File: src/rtl/pid_hit_buffer.sv
// pid_hit_buffer: encodes fine-time leading-edge hits with PID flags and a
// coarse timestamp into 32-bit words and buffers them in a 16-deep FIFO
// that is drained over the shared local bus.
// Optional build macro: PID_HIT_BUFFER_PIDONLY_EN (push only hits that carry
// at least one PID match).
module pid_hit_buffer #(
  parameter logic [5:0]  Ch        = 6'd0,
  parameter logic [7:0]  BASE_ADDR = 8'h80,
  parameter int unsigned PID_DELAY = 1
) (
  input  logic        clk,
  input  logic        rst,
  input  logic [31:0] Result,
  input  logic        Electron,
  input  logic        Muon,
  input  logic        Pion,
  input  logic [31:0] DataIn,
  input  logic [7:0]  Address,
  input  logic        Read,
  input  logic        Write,
  output logic [31:0] DataOut,
  output logic        hit_pending
);

  localparam logic [7:0] STAT_ADDR = BASE_ADDR + 8'd1;
  localparam logic [7:0] CTRL_ADDR = BASE_ADDR + 8'd2;

  logic [15:0] coarse;
  logic [31:0] dly_result;
  logic [15:0] dly_coarse;

  logic [31:0] enc_result;
  logic [15:0] enc_coarse;
  logic [2:0]  enc_pid;

  logic [4:0]  fine;
  logic        found;
  logic        multi;
  logic [31:0] hit_word;
  logic        push_req;

  logic [31:0] mem [16];
  logic [3:0]  wptr;
  logic [3:0]  rptr;
  logic [4:0]  count;
  logic [4:0]  count_next;
  logic        empty;
  logic        full;
  logic        overflow;
  logic [7:0]  drop_cnt;
  logic        enable;
  logic        read_q;

  logic        data_hit;
  logic        stat_hit;
  logic        ctrl_hit;
  logic        ctrl_wr;
  logic        flush;
  logic        clr;
  logic        pop_req;
  logic        do_pop;
  logic        do_push;
  logic        drop;
  logic [31:0] status;

  // Free-running coarse timestamp, wraps naturally
  always_ff @(posedge clk) begin
    if (rst) coarse <= '0;
    else     coarse <= coarse + 16'd1;
  end

  // Delay Result and its timestamp so they line up with the PID pulses
  if (PID_DELAY == 0) begin : g_nodly
    assign dly_result = Result;
    assign dly_coarse = coarse;
  end else begin : g_dly
    logic [31:0] res_pipe [PID_DELAY];
    logic [15:0] crs_pipe [PID_DELAY];
    for (genvar g = 0; g < PID_DELAY; g++) begin : g_stage
      if (g == 0) begin : g_first
        // First delay stage samples the live inputs
        always_ff @(posedge clk) begin
          if (rst) begin
            res_pipe[g] <= '0;
            crs_pipe[g] <= '0;
          end else begin
            res_pipe[g] <= Result;
            crs_pipe[g] <= coarse;
          end
        end
      end else begin : g_next
        // Later stages shift the previous stage along
        always_ff @(posedge clk) begin
          if (rst) begin
            res_pipe[g] <= '0;
            crs_pipe[g] <= '0;
          end else begin
            res_pipe[g] <= res_pipe[g-1];
            crs_pipe[g] <= crs_pipe[g-1];
          end
        end
      end
    end
    assign dly_result = res_pipe[PID_DELAY-1];
    assign dly_coarse = crs_pipe[PID_DELAY-1];
  end

  // Encode stage: aligned Result/timestamp together with the current PID pulses
  always_ff @(posedge clk) begin
    if (rst) begin
      enc_result <= '0;
      enc_coarse <= '0;
      enc_pid    <= '0;
    end else begin
      enc_result <= dly_result;
      enc_coarse <= dly_coarse;
      enc_pid    <= {Pion, Muon, Electron};
    end
  end

  // Lowest set bit gives the fine time; multi flags more than one edge
  always_comb begin
    fine  = '0;
    found = 1'b0;
    for (int unsigned i = 0; i < 32; i++) begin
      if (enc_result[i] && !found) begin
        fine  = 5'(i);
        found = 1'b1;
      end
    end
    multi    = |(enc_result & (enc_result - 32'd1));
    hit_word = {1'b1, multi, enc_pid, Ch, enc_coarse, fine};
`ifdef PID_HIT_BUFFER_PIDONLY_EN
    push_req = enable && (enc_result != '0) && (enc_pid != '0);
`else
    push_req = enable && (enc_result != '0);
`endif
  end

  // Bus decode and FIFO push/pop/drop arbitration
  always_comb begin
    data_hit = (Address == BASE_ADDR);
    stat_hit = (Address == STAT_ADDR);
    ctrl_hit = (Address == CTRL_ADDR);
    ctrl_wr  = Write && ctrl_hit;
    flush    = ctrl_wr && DataIn[1];
    clr      = ctrl_wr && DataIn[2];
    empty    = (count == 5'd0);
    full     = (count == 5'd16);
    pop_req  = Read && !read_q && data_hit;
    // A flush swallows both the pop and any push landing on the same edge
    do_pop   = pop_req && !empty && !flush;
    do_push  = push_req && !flush && (!full || do_pop);
    drop     = push_req && !flush && full && !do_pop;
    if (flush) begin
      count_next = '0;
    end else begin
      case ({do_push, do_pop})
        2'b10:   count_next = count + 5'd1;
        2'b01:   count_next = count - 5'd1;
        default: count_next = count;
      endcase
    end
    status = {drop_cnt, 7'b0, overflow, 6'b0, full, empty, 3'b0, count};
  end

  // FIFO pointers, occupancy, error flags and control register
  always_ff @(posedge clk) begin
    if (rst) begin
      wptr        <= '0;
      rptr        <= '0;
      count       <= '0;
      hit_pending <= 1'b0;
      overflow    <= 1'b0;
      drop_cnt    <= '0;
      enable      <= 1'b1;
      read_q      <= 1'b0;
    end else begin
      read_q      <= Read;
      count       <= count_next;
      hit_pending <= (count_next != 5'd0);
      if (flush) begin
        wptr <= '0;
        rptr <= '0;
      end else begin
        if (do_push) wptr <= wptr + 4'd1;
        if (do_pop)  rptr <= rptr + 4'd1;
      end
      if (ctrl_wr) enable <= DataIn[0];
      if (clr) begin
        overflow <= 1'b0;
        drop_cnt <= '0;
      end else if (drop) begin
        overflow <= 1'b1;
        if (drop_cnt != 8'hFF) drop_cnt <= drop_cnt + 8'd1;
      end
    end
  end

  // FIFO storage write
  always_ff @(posedge clk) begin
    if (!rst && do_push) mem[wptr] <= hit_word;
  end

  // Read mux; idle bus contributes zero to the OR-combined data lines
  always_comb begin
    DataOut = '0;
    if (Read) begin
      if (data_hit)      DataOut = empty ? '0 : mem[rptr];
      else if (stat_hit) DataOut = status;
      else if (ctrl_hit) DataOut = {31'b0, enable};
    end
  end

endmodule

File: config.mk
export PLATFORM = sky130hd
export DESIGN_NAME = pid_hit_buffer
export DESIGN_NICKNAME = d
export VERILOG_FILES = /design/src/rtl/pid_hit_buffer.sv
export SDC_FILE = /design/constraint.sdc
export NUM_CORES = 1
export LEC_CHECK = 0
export CORE_ASPECT_RATIO = 2
export CORE_MARGIN = 10
export CORE_UTILIZATION = 52
export DETAILED_ROUTE_END_ITERATION = 10
export DONT_BUFFER_PORTS = 1
export PLACE_DENSITY_LB_ADDON = 0.05
export SYNTH_ARGS = -nofsm -noshare
export SYNTH_HDL_FRONTEND = slang
export SYNTH_SLANG_ARGS = --single-unit
File: constraint.sdc
create_clock -name clk -period 10.6 [get_ports clk]
set_clock_uncertainty 0.05 [all_clocks]
set_input_delay 1.59 -clock clk [delete_from_list [all_inputs] [get_ports clk]]
set_output_delay 1.59 -clock clk [all_outputs]
set_load 0.01 [all_outputs]
* Yosys cells after proc, flatten, opt, wreduce, memory -nomap -nowiden
Memories as Yosys holds them, arrays and structs flattened. A register that Yosys moved wholly into a read port is not among the register bits.
Index checks and enable logic that the tools add are counted.
** Storage, ports and cells
- Input bits :: 79
- Register bits after elaboration :: 44
- Word-level logic and storage cells :: 199
- Output and inout bits :: 33
- Memories :: 3
- RAM bits :: 448
** Cells by class
- Muxes and demuxes :: 80
- Equal/unequal tests :: 7
- Add/subtract/negate cells :: 7
- Bitwise gates (word level) :: 1
- Reductions and logical operators :: 91
** Memory list
- mem :: depth 16, width 25, read ports 1, clocked after memory_dff 1, wr ports 1, line 42 : logic [31:0] mem [16];
- g_dly.res_pipe :: depth 1, width 32, read ports 1, clocked after memory_dff 1, wr ports 1, line 77 : logic [31:0] res_pipe [PID_DELAY];
- g_dly.crs_pipe :: depth 1, width 16, read ports 1, clocked after memory_dff 1, wr ports 1, line 78 : logic [15:0] crs_pipe [PID_DELAY];
** Operators by type and width (count)
- two-way mux 32 bit :: 5
- two-way mux 5 bit :: 31
- OR reduction 32 bit :: 2
- logical AND 1 bit :: 44
- two-way mux 1 bit :: 40
- logical NOT 1 bit :: 37
- bitwise AND 32 bit :: 1
- nonzero test 32 bit :: 1
- subtractor 32 x 1 -> 32 bit (second input constant) :: 1
- == test 8 bit (second input constant) :: 3
- adder 16 x 1 -> 16 bit (second input constant) :: 1
- two-way mux 16 bit :: 1
- OR reduction 16 bit :: 1
- one-hot mux 5 bit (2 select lines) :: 1
- adder 4 x 1 -> 4 bit (second input constant) :: 2
- adder 8 x 1 -> 8 bit (second input constant) :: 1
- two-way mux 4 bit :: 2
- inequality test 8 bit (second input constant) :: 1
- adder 5 x 1 -> 5 bit (second input constant) :: 1
- == test 5 bit (second input constant) :: 1
- logical NOT 5 bit :: 1
- nonzero test 5 bit :: 1
- subtractor 5 x 1 -> 5 bit (second input constant) :: 1
- OR reduction 2 bit :: 2
- other kinds (4) :: 4

* Longest topological paths before layout
Gate-level depths: netlist of run 1.
- Depth after elaboration :: 94
- Gate-level depth with buffers :: 15

* Least setup slack after synthesis of run 1
Ideal clock, no wire load.
- Path kind :: input to output
- Start :: in Address[5]
- End :: out DataOut[16]
- Buffers on the path :: 1
- Setup slack :: 5730 ps
- Cell stages on the path :: 5
- Data arrival time :: 3230 ps
- Cell sequence :: nor4b_1 -> nand4b_1 -> or3_1 -> clkbuf_1 -> o21ai_0
** Between the ends
- Cells in the longest elaborated chain, start to end :: 4
** Ends and longest elaborated chain
- start: declaration :: line 18 : input logic [7:0] Address,
- == test 8 bit :: line 143 : stat_hit = (Address == STAT_ADDR);
- two-way mux 32 bit :: line 210 : else if (stat_hit) DataOut = status;
- two-way mux 32 bit (*) :: line 209 : if (data_hit) DataOut = empty ? '0 : mem[rptr];
- two-way mux 32 bit (*) :: line 208 : if (Read) begin
- end: declaration :: line 21 : output logic [31:0] DataOut,
Mark *: on every way between the ends. The rest lies on a longest branch, timed or not.

==> metrics.txt, run 1 <==
die height=roughly 300 um; CTS Sinks=between 500 and 600; total number of yosys warnings=0; CP Class=reg2out; CP dominant cell by count=mux4_2; setup slack after layout=~5 ns; top-area cell type share of the netlist area=57.94%; internal power=3266 uW; worst hold stages=1; via count=10,250; synthesized area=between 0.02 and 0.025 mm^2; largest area contributor in the netlist=edfxtp_1; Initial Utilization=a little over half; FP Rows=roughly 100; n_diodes=0; R2R setup slack=6.37 ns; Post CTS Setup Buffer Count=0; PortBufs=0; Yosys cell types=64; Max Root-Sink Buffers=3; Gate power share=between 3 and 4%; Seq/Total Area, Yosys=71.85%; WP depth=6; VDD IR max=about 0.16 mV; Clk pwr share=between 30% and 40%; Worst Hold Class=reg2reg; Crit Path Max Fanout=46; placed cell area=0.02146 mm^2; endpoints failing setup=0; Leak=0.007312 uW; initial antenna violation count=1; Overall Global Routing Usage=between 10% and 20%; total gr overflow=0; vias in the first global route=around 11,000; P_sw=between 800 and 900 uW; largest net degree at the start of global routing=125; outcome=completed; Post-Place Setup Slack=just over 5 ns; Async S/R FF share, synth=0%; Detail Route Antenna Nets=0; drt total wl=44,100 um; final setup TNS=0 ns; Worst EP arrival=just under 4 ns; max-slew violation count=0; f_max=roughly 180 MHz; Setup crit end=DataOut[0]; r2r worst-path depth=13; top-count cell post-synth=edfxtp_1; CP max stage cell=dfxtp_4; crit-path max cell delay=just over 1 ns; switching part of the total=20.39%; hold_buf cts=0; nets@finish=1,295; Seq pwr share=57.2%; prevailing post-synth register cell=edfxtp_1; Die Area=0.04874 mm^2; I/O pin count=112; DRC violations left=0; CP cell instances=buf_4 > mux4_2 > mux4_2 > a22oi_1 > o21ai_0 > and4_1; Worst Tran Pin Value=1.128 ns; RSZ-0062 raised after global routing=no; Num CTS Buffers=45; Post-Syn Instances=between 1,000 and 1,500; worst hold margin=about 0.38 ns; Clock transition at path regs=around 0.07 ns; Post-CTS Resized=0; r2r startpoint=enc_result[1]$_SDFF_PP0_; gpl congestion=0.8268; clock root buffer=clkbuf_16; via density per instance=5.816; number of synthesized flops with an enable pin=400; Max-Cap Viols=0; worst path bufs/invs=1; CTS H-tree depth=2; CTS tree=built; top cells by count, synth=edfxtp_1 (400), dfxtp_1 (144), mux4_2 (125); final core occ=a little under 60%; Core Footprint=approximately 0.039 mm^2; initial DRC count=631; slew margin rel.=24.60%; Mapped Avg Cell Area=around 17 um^2; first-pass GRT wire length=66,700 um; Area growth syn-to-layout=10.38%; Crit path max-delay family=multiplexers; Area contributors post-synth=edfxtp_1 (58%), dfxtp_1 (14%), mux4_2 (14%), nor2b_1 (3.5%), nor2_1 (1.4%); minimum clock period=5.609 ns; CP startpoint kind=flop; worst reg2reg endpoint=hit_pending$_SDFF_PP0_; Pre-antenna DRT Iters=4; pwr dens=~180 mW/mm^2; share of cells above drive strength 1=between 10% and 20%; Worst Min Path Start=g_dly.res_pipe[0][28]$_SDFF_PP0_; cell area after layout=0.02288 mm^2; CP Data Required Time=roughly 9.0 ns; Clock Latency Late Sink=about 0.55 ns; DP HPWL=roughly 26,000 um; die width=around 160 um; Final Hold Violating Endpoints=0; Setup crit end kind=output pin; DR WL/cell=approximately 25 um; Final period util=a little over half; Yosys reg bits=~540
-- final cells by class --
| class | instances | area (um^2) |
|---|---|---|
| Fill cell | 3092 | 16550 |
| Tap cell | 525 | 656.9 |
| Clock buffer | 67 | 1313 |
| Sequential cell | 544 | 14900 |
| Multi-Input combinational cell | 570 | 5654 |
| Inverter | 20 | 75.07 |
| Timing Repair Buffer | 23 | 172.7 |
| Clock inverter | 14 | 107.6 |
-- metrics by stage --
step / power [uW] / instances
3_5_place_dp: 2540 / 1682
2_1_floorplan: 2487 / 1188
5_1_grt: 4245 / 1763
4_1_cts: 4146 / 1763
6_report: 4102 / 1763
3_3_place_gp: 2536 / 1682
-- worst min path at each step --
stage / endpoint / slack, ns
2_1_floorplan: enc_coarse[0]$_SDFF_PP0_ / 0.36
3_3_place_gp: enc_result[18]$_SDFF_PP0_ / 0.37
3_5_place_dp: enc_result[1]$_SDFF_PP0_ / 0.37
4_1_cts: enc_result[1]$_SDFF_PP0_ / 0.39
5_1_grt: enc_result[16]$_SDFF_PP0_ / 0.40
6_report: enc_result[28]$_SDFF_PP0_ / 0.38
-- per-layer routing --
| layer | GRT usage (%) | up-vias | routed length [um] |
|---|---|---|---|
| met5 | 0 | - | 0 |
| met4 | 5.742 | 0 | 1098 |
| li1 | - | 4611 | - |
| met3 | 2.587 | 59 | 1650 |
| met1 | 21.17 | 5349 | 16830 |
| met2 | 34.21 | 234 | 24520 |
-- layout by cell type, fill, tap and decap left out, types with 17 or more instances in the layout --
master	n
nand2_1	35
nand3_1	17
xor2_1	18
clkbuf_16	48
mux4_2	125
buf_4	23
nor2b_1	117
nor2_1	64
dfxtp_1	141
edfxtp_1	400
o21ai_0	22
inv_1	20
-- power by group through the flow --
stage          combinational [uW]  clock, uW  sequential [uW]
2_1_floorplan                 101          0             2390
3_3_place_gp                  146          0             2390
3_5_place_dp                  147          0             2390
4_1_cts                       148       1650             2350
5_1_grt                       160       1740             2350
6_report                      144       1610             2350
-- sequential cells by signal, indices dropped and copies added (netlist names), named ones only --
name            flops
mem               400
enc_result         32
g_dly.res_pipe     32
coarse             16
enc_coarse         16
g_dly.crs_pipe     16
drop_cnt            8
count               5
rptr                4
wptr                4
enc_pid             3
enable              1
hit_pending         1
overflow            1
read_q              1
-- kinds of logic (layout without fill, tap and decap cells) --
logic type / count (synthesis) / count (layout) / synth area share [%]
mux: 131 / 131 / 13.88
buf+inv: 74 / 124 / 1.491
simple gates: 317 / 317 / 8.245
fa+ha+maj: 14 / 14 / 0.8631
compound gates: 81 / 81 / 2.638
flops: 544 / 544 / 71.85
other cells: 1 / 3 / 0.01809
xor+xnor: 24 / 24 / 1.014
Power figures use the tool's default switching activity.
==> run 2: changes to the inputs <==
==> constraint.sdc (replaced) <==
create_clock -name clk -period 5.3 [get_ports clk]
set_clock_uncertainty 0.05 [all_clocks]
set_input_delay 0.795 -clock clk [delete_from_list [all_inputs] [get_ports clk]]
set_output_delay 0.795 -clock clk [all_outputs]
set_load 0.01 [all_outputs]
==> metrics.txt, run 2 (synthesized netlist as in run 1, its figures left out) <==
DRC violations left=0; Max-Cap Viols=0; worst hold stages=1; cell area after layout=0.02308 mm^2; Most flops, register=mem; Post-CTS Resized=0; Final Hold Violating Endpoints=0; Worst Tran Pin Value=0.9005 ns; Area growth syn-to-layout=11.36%; Detail Route Antenna Nets=0; CTS Sinks=approximately 540; pwr dens=between 300 and 400 mW/mm^2; initial DRC count=691; r2r worst-path depth=13; PortBufs=0; minimum clock period=4.152 ns; via density per instance=between 5 and 6; commonest non-fill, non-tap cells in the layout=edfxtp_1 (400), dfxtp_1 (141), mux4_2 (125); top flop regs=mem: 400 flops, enc_result: 32 flops, g_dly.res_pipe: 32 flops; endpoints failing setup=0; DP HPWL=between 20,000 and 30,000 um; clock root buffer=clkbuf_16; initial antenna violation count=1; DR WL/cell=roughly 26 um; Final Non-Filler Cells=between 1,500 and 2,000; hold_buf cts=0; total gr overflow=0; vias in the first global route=11,180; f_max=~240 MHz; max-slew violation count=0; RSZ-0062 raised after global routing=no; share of cells above drive strength 1=around a fifth; Overall Global Routing Usage=a little under a fifth; slew margin rel.=between 30% and 40%; I/O pin count=roughly 110; Clock Latency Late Sink=approximately 0.56 ns; Worst EP arrival=around 3.3 ns; first-pass GRT wire length=~70,000 um; Num CTS Buffers=between 40 and 50; Final period util=a little under 80%; drt total wl=45,560 um; die width=around 160 um; VDD IR max=0.3570 mV; Post CTS Setup Buffer Count=0; Setup crit end kind=output pin; Die Area=approximately 0.05 mm^2; placed cell area=0.02160 mm^2; outcome=completed; CTS H-tree depth=2; final setup TNS=0 ns; Crit Path Max Fanout=31; CTS tree=built; Cells after DPL=~1,700; die height=302.4 um; Max Root-Sink Buffers=3; via count=about 10,000; Core Footprint=0.03944 mm^2; Pre-antenna DRT Iters=5; nets@finish=~1,300; largest net degree at the start of global routing=~130; most common cell after layout, fill and taps aside=edfxtp_1; Worst Hold Class=in2reg; FP Rows=around 100; PnR Total Power=8317 uW; Clock transition at path regs=0.07 ns; n_diodes=0; CP Class=reg2out; Initial Utilization=a little over half; Leak=between 0.007 and 0.008 uW; gpl congestion=between 0.8 and 0.9; CP startpoint kind=flop; number of flip-flops in the largest register=400; CP Data Required Time=between 4 and 5 ns
-- run 2: metal layers --
layer,up-vias,global-route usage [%],routed length (um)
met5,-,0,0
li1,4637,-,-
met4,0,6.177,1374
met2,250,36.28,25660
met3,81,2.845,1828
met1,5367,21.31,16700
-- run 2: final timing paths --
check / start / to / slack [ns]
worst max register to register: enc_result[18]$_SDFF_PP0_ / hit_pending$_SDFF_PP0_ / 1.48
worst min register to register: g_dly.res_pipe[0][23]$_SDFF_PP0_ / enc_result[23]$_SDFF_PP0_ / 0.38
worst max-delay path: flop / DataOut[16] / 1.15
worst min-delay path: rst / enc_result[26]$_SDFF_PP0_ / 0.27
-- run 2: power by group --
group          internal (uW)  switching, uW  leakage [uW]
Clock                   1830           1500      0.000733
Sequential              4640           45.3       0.00478
Combinational            118            183       0.00191
-- run 2: stage by stage --
| stage | utilization, % | setup WS [ns] | hold slack, ns |
|---|---|---|---|
| finish | 58.54 | 1.148 | 0.2682 |
| CTS | 58.54 | 1.010 | 0.2355 |
| floorplan | - | 1.423 | 0.3638 |
| detailed placement | 54.77 | 0.9270 | 0.3712 |
| global route | 58.54 | 0.9404 | 0.2420 |
| global placement | 54.77 | 0.9717 | 0.3656 |
-- run 2: worst max-delay path, stage by stage (launching register included) --
cell     delay, ns
dfxtp_4       0.78
buf_4         0.48
mux4_2        0.57
mux4_2        0.54
inv_1         0.15
o21ai_0       0.20
-- run 2: area by class of cell --
cell class                      count  area, um^2
Fill cell                        3082       16350
Sequential cell                   544       14910
Multi-Input combinational cell    570        5654
Clock buffer                       58        1246
Tap cell                          525       656.9
Timing Repair Buffer               36       307.8
Clock inverter                     25       239.0
Inverter                           20       75.07
